===== config.mk =====
export PLATFORM = sky130hd
export DESIGN_NAME = ifu
export DESIGN_NICKNAME = d
export VERILOG_FILES = /design/src/rtl/ifu.sv
export SDC_FILE = /design/constraint.sdc
export NUM_CORES = 1
export LEC_CHECK = 0
export ABC_AREA = 1
export CAP_MARGIN = 15
export CELL_PAD_IN_SITES_DETAIL_PLACEMENT = 0
export CELL_PAD_IN_SITES_GLOBAL_PLACEMENT = 1
export CORE_ASPECT_RATIO = 0.75
export CORE_MARGIN = 2
export CORE_UTILIZATION = 35
export DETAILED_ROUTE_END_ITERATION = 7
export PLACE_DENSITY = 0.86
export SYNTH_ARGS = -nofsm -noshare
export SYNTH_HDL_FRONTEND = slang
export SYNTH_SLANG_ARGS = --single-unit

===== constraint.sdc =====
create_clock -name clk -period 3.6 [get_ports clk]
set_input_delay 0.72 -clock clk [delete_from_list [all_inputs] [get_ports clk]]
set_output_delay 0.72 -clock clk [all_outputs]
set_load 0.02 [all_outputs]

===== src/rtl/ifu.sv =====
// Instruction fetch unit for the single-cycle MIPS core: holds the PC, fetches
// each word over a req/ack handshake and resolves jump/branch redirects.
module ifu #(
    parameter logic [31:0] RESET_PC = 32'h0000_0000
) (
    input  logic        clk,
    input  logic        rst_n,
    input  logic        branch,
    input  logic        jump,
    input  logic        zero,
    input  logic        stall,
    output logic        imem_req,
    output logic [31:0] imem_addr,
    input  logic        imem_ack,
    input  logic [31:0] imem_rdata,
    output logic [31:0] ins,
    output logic        ins_valid,
    output logic [31:0] pc,
    output logic [31:0] pc_plus4,
    output logic [31:0] icount
);

    typedef enum logic [1:0] {
        IDLE,
        FETCH,
        EXEC
    } stateT;

    stateT       state;
    stateT       nextState;
    logic        captureIns;
    logic        advancePc;
    logic [31:0] jumpTarget;
    logic [31:0] branchOffset;
    logic [31:0] branchTarget;
    logic [31:0] nextPc;

    assign pc_plus4  = pc + 32'd4;
    assign imem_addr = pc;

    assign captureIns = (state == FETCH) && imem_ack;
    assign advancePc  = (state == EXEC) && !stall;

    assign jumpTarget   = {pc_plus4[31:28], ins[25:0], 2'b00};
    assign branchOffset = {{14{ins[15]}}, ins[15:0], 2'b00};
    assign branchTarget = pc_plus4 + branchOffset;

    // Redirect priority: jump beats a taken branch, which beats sequential.
    always_comb begin
        nextPc = pc_plus4;
        if (jump) begin
            nextPc = jumpTarget;
        end else if (branch && zero) begin
            nextPc = branchTarget;
        end
    end

    always_ff @(posedge clk or negedge rst_n) begin
        if (!rst_n) begin
            state <= IDLE;
        end else begin
            state <= nextState;
        end
    end

    always_comb begin
        nextState = state;
        case (state)
            IDLE:    nextState = FETCH;
            FETCH:   if (imem_ack) nextState = EXEC;
            EXEC:    if (!stall) nextState = FETCH;
            default: nextState = IDLE;
        endcase
    end

    // Handshake flags are registered copies of the upcoming state so they
    // line up exactly with the state register.
    always_ff @(posedge clk or negedge rst_n) begin
        if (!rst_n) begin
            imem_req  <= 1'b0;
            ins_valid <= 1'b0;
            ins       <= 32'h0000_0000;
            pc        <= RESET_PC;
            icount    <= 32'h0000_0000;
        end else begin
            imem_req  <= (nextState == FETCH);
            ins_valid <= (nextState == EXEC);
            if (captureIns) begin
                ins <= imem_rdata;
            end
            if (advancePc) begin
                pc     <= nextPc;
                icount <= icount + 32'd1;
            end
        end
    end

endmodule

# [Yosys cells after proc, flatten, opt, wreduce, memory -nomap -nowiden]
# Index checks and enable logic that the tools add are counted.
[word_totals] register_bits=100 input_bits=39
[classes] addsub=3 n_eq_ne=4 mux=5 reduce_logical=5
[ops] operator="$mux W32" n=2
[ops] operator="$add A32 B1 Y32 const B" n=1
[ops] operator="$add A32 B3 Y32 const B" n=1
[ops] operator="$add A32 B32 Y32" n=1
[ops] operator="$pmux W2 S3" n=1
[ops] operator="$eq A2 B1 Y1 const B" n=2
[ops] operator="$eq A2 B2 Y1 const B" n=2
[ops] operator="$mux W2" n=2
[ops] operator="$logic_and A1 B1 Y1" n=3
[ops] operator="$logic_not A2 Y1" n=1
[ops] operator="$logic_not A1 Y1" n=1

# [Depth between registers and ports, before layout]
[logic_depth] word_depth=4 depth_mapped=22

# [Least setup slack after synthesis]
# Ideal clock, no wire load.
[synth_timing] path_kind="reg-to-reg" from="reg pc[3] (netlist: imem_addr[3])" to="reg pc[14] (netlist: imem_addr[14])" setup_time_ns=0.117 arrival_time_ns=2.992 required_ns=3.483 setup_slack_ns=0.491 path_stages_with_launch=21 path_buffers=0 cell_sequence="dfrtp_1 ha_1 nand2_1 inv_1 nand2_1 nor2_1 xor2_1 ha_1 nand2_1 inv_1 nand2_1 nand2_1 inv_1 nand2_1 nand2_1 nand2_1 or2_2 nand3_1 nand3_1 nand2_1 nand2_1"
[synth_via] elab_chain_len=4
[synth_rtl] item="from (decl)" line_no="18" source="output logic [31:0] pc,"
[synth_rtl] item="from (signal assigned)" line_no="92" source="pc <= nextPc;"
[synth_rtl] item="$add A32 B3 Y32" line_no="38" source="assign pc_plus4 = pc + 32'd4;"
[synth_rtl] item="named net pc_plus4[8]" line_no="19" source="output logic [31:0] pc_plus4,"
[synth_rtl] item="$add A32 B32 Y32" line_no="46" source="assign branchTarget = pc_plus4 + branchOffset;"
[synth_rtl] item="$mux W32" line_no="53" source="end else if (branch && zero) begin"
[synth_rtl] item="$mux W32" line_no="51" source="if (jump) begin"
# The timed path passes the listed nets, and every way through them passes these cells.
# A chain may end at the register's enable or synchronous reset.

# [Final worst setup path]
[layout_timing] from="reg pc[2] (netlist: imem_addr[2])" to="out pc_plus4[19]"
[layout_via] elab_chain_len=1
[layout_rtl] item="$add A32 B3 Y32" line_no="38"
[layout_rtl] item="to (decl)" line_no="19"
# No other way between the ends.

==> parameters.txt <==
Parameter                              Value

STA
  Post-Route Hold Slack ... between 0.4 and 0.5 ns
  Final setup violating endpoints ... 0
  Final count of hold timing violations ... 0
  Max frequency ... 288 MHz
  Worst slew pin tran ... between 0.8 and 0.9 ns
  Shortest clock period the worst path allows after layout ... 3.47 ns
  Relative max-transition margin ... between 40% and 50%
  Max Transition Viols Final ... 0
  Sum of negative setup slack ... 0 ns
  Largest clock skew in the final design ... about 0.014 ns
  Final period utilization ... 96.3%
  RSZ-0062 raised after global routing ... no

Pwr
  Worst IR Drop VDD ... around 0.5 mV
  Ratio of total power to cell area ... approximately 1000 mW/mm^2
  Standby leakage power ... ~5.2 nW

Detailed routing
  Routed Antenna Nets ... 0
  Number of DRC violations after detailed routing ... 0
  Via total after detailed routing ... between 8000 and 9000
  Final routed wire length divided by cell count ... roughly 18 microns
  TritonRoute pass-1 iters ... 6
  Number of DRC markers in iteration 0 ... around 900
  Vias per cell ... around 5.0
  Total Routed Length ... ~30000 microns

Synthesis
  Post-synthesis instance area ... 0.00797 sq mm
  Number of distinct standard cells referenced by the synthesized netlist ... 42
  Seq/Total Area, Yosys ... a little over 30%
  Top-count cell post-synth ... nand2_1
  Number of synthesized flops with an enable pin ... 0
  Post-synth top area share ... a little under a third
  Gate Count Post-Synth ... ~1200
  Synthesized area per cell ... approximately 6.7 sq um
  #FFs+latches synth ... just under 100
  Count of synthesis-stage warnings from yosys ... 0
  Dominant cell type by area after synthesis ... dfrtp_1
  Post-synth top cells ... nand2_1, inv_1, nor2_1, dfrtp_1, nand3_1
  Largest cells by area after synthesis ... dfrtp_1, nand2_1, inv_1, ha_1, nor2_1
  Post-synth ARST share ... between 90% and 100%
  Ys flop type ... dfrtp_1

Die
  I/O Pins ... between 200 and 250
  Die Area ... 0.0240 sq mm
  Starting utilization of the core area ... 35.9%
  Chip Height ... ~130 microns
  Cell Rows ... 47
  Core region area ... around 0.022 sq mm
  Width of the die ... around 180 microns

Worst setup path
  Launching element type of the critical path ... flip-flop
  Startpoint of the most critical register-to-register path ... imem_addr[14]
  WP data required ... 2.88 ns
  Setup Crit Path Kind ... flip-flop to output pin
  Worst Reg2Reg Path Length in Cells ... 18
  Worst reg2reg path endpoint ... imem_addr[25]
  Worst-case register-to-register setup slack ... approximately 0.26 ns
  Arrival time of the worst setup path ... 2.75 ns
  CP max FO ... 6
  Nature of the critical path endpoint ... output pin

Placement
  Weighted congestion reported at the end of routability-driven placement ... about 0.99
  DPL Wire Length ... about 24000 microns
  Quantity of I/O buffers inserted on ports ... 194

Global route
  Maximum number of pins on one net before global-route repair ... 67
  Via count of the first global-routing pass ... between 7000 and 8000
  Sum of overflow across all layers after global routing ... 0
  Initial antenna violation count ... 0
  First-pass GRT wire length ... 45400 microns
  All-Layer GR Usage ... between 20% and 30%

Clock tree
  Root buffer cell ... clkbuf_16
  Clock input transition at the sequential cells of the worst setup and hold paths ... 0.09 ns
  Sinks on the clock net ... 98
  Clk Latency, worst-skew pair ... about 0.36 ns
  TritonCTS clock tree ... yes
  Cts bufs inserted ... 9
  Maximum count of clock buffers along a single path ... 2
  Number of buffers inserted by hold repair at cts ... 0
  Number of buffers inserted to repair setup after CTS ... 0
  CTS H-tree lvls ... 3
  Post-CTS Resized ... 1

Final layout
  Final layout net count ... approximately 1500
  Area delta synth->final ... 32.7%
  Share of cells above drive strength 1 ... slightly below 8%
  Number of diodes added for antenna fixing ... 0

Flow run
  Max-cap check violation count ... 0

Run status
  Outcome ... finished, final reports clean

Hold path
  Worst hold path type ... primary input to asynchronous set/reset pin
## critical path: stages (launching register included)
cell and delay [ns]:
dfrtp_1 0.42, inv_1 0.16, nor2_4 0.19, nand2_1 0.18, nor2_1 0.26, nand2_1 0.11, xor2_1 0.37, clkdlybuf4s50_1 0.70
## where the power goes
| group | switching, mW | total [mW] | leakage (nW) | internal [mW] |
|---|---|---|---|---|
| Combinational | 4.52 | 7.47 | 3.88 | 2.95 |
| Clock | 0.484 | 1.11 | 0.160 | 0.624 |
| Sequential | 0.583 | 2.07 | 1.20 | 1.48 |
| Total | 5.58 | 10.6 | 5.25 | 5.06 |
## how the worst max path moves through the flow
stage | start | endpoint | slack, ns
6_report | imem_addr[2] | pc_plus4[19] | 0.13
5_1_grt | imem_addr[6] | imem_addr[30] | 0.01
4_1_cts | imem_addr[3] | pc_plus4[18] | 0.08
3_5_place_dp | imem_addr[3] | imem_addr[29] | 0.13
3_3_place_gp | imem_addr[3] | imem_addr[18] | 0.11
2_1_floorplan | imem_addr[3] | imem_addr[14] | 0.49
## metrics by stage
stage | instances | power, mW | worst slack, ns | instance area (sq um) | util (%)
floorplan | 1199 | 6.61 | 0.491 | 7990 | -
global placement | 1662 | 9.34 | 0.108 | 10200 | 45.9
detailed placement | 1662 | 9.39 | 0.131 | 10200 | 45.9
CTS | 1678 | 10.6 | 0.0780 | 10500 | 47.4
global route | 1678 | 11.5 | 0.0101 | 10600 | 47.6
finish | 1678 | 10.6 | 0.132 | 10600 | 47.6
## logic make-up after synthesis
logic type	after synthesis	share of synthesized area [%]
xor gates and xnor gates	48	5.27
other	1	0.0470
muxes	23	3.25
adders and majority gates	38	6.06
buffers and inverters	218	12.0
and+or+nand+nor	653	35.0
AOI/OAI and AO/OA	115	7.67
DFF	98	30.8
## cell usage in the layout, fill, tap and decap left out, types with 5 or more instances in the layout
master and instances:
nand3_1 84, nand2_2 7, inv_1 156, nand4_1 15, nand2_1 373, and2_1 6
ha_1 36, a21oi_1 66, xor2_1 35, nand3b_1 5, o21ai_0 25, conb_1 6
clkbuf_16 9, nor3_1 20, dfrtp_1 97, xnor2_1 11, clkdlybuf4s50_1 193, nor2_1 114
mux2_2 23, or2_2 7, buf_4 32, o21ai_1 6
## registers in the layout, summed over array words and instances, names as in the netlist
name,count
imem_addr,30
imem_req,1
ins,32
state,2
icount,32
ins_valid,1
## cell type report
| cell class | instances | area (sq um) |
|---|---|---|
| clock buffer | 9 | 225 |
| clock inverter | 7 | 108 |
| fill | 2313 | 11700 |
| inverter | 161 | 604 |
| multi-input combinational | 883 | 4630 |
| sequential | 98 | 2450 |
| tap | 294 | 368 |
| timing repair buffer | 226 | 2190 |
## routing by layer
layer | GRT usage (%) | routed length (microns) | part of all wire [%]
met1 | 37.3 | 14000 | 47
met2 | 34.3 | 11700 | 40
met3 | 6.98 | 3090 | 10
met4 | 7.27 | 698 | 2.4
met5 | 0 | 0 | 0
Note: power is estimated with default switching activity, not from simulation.
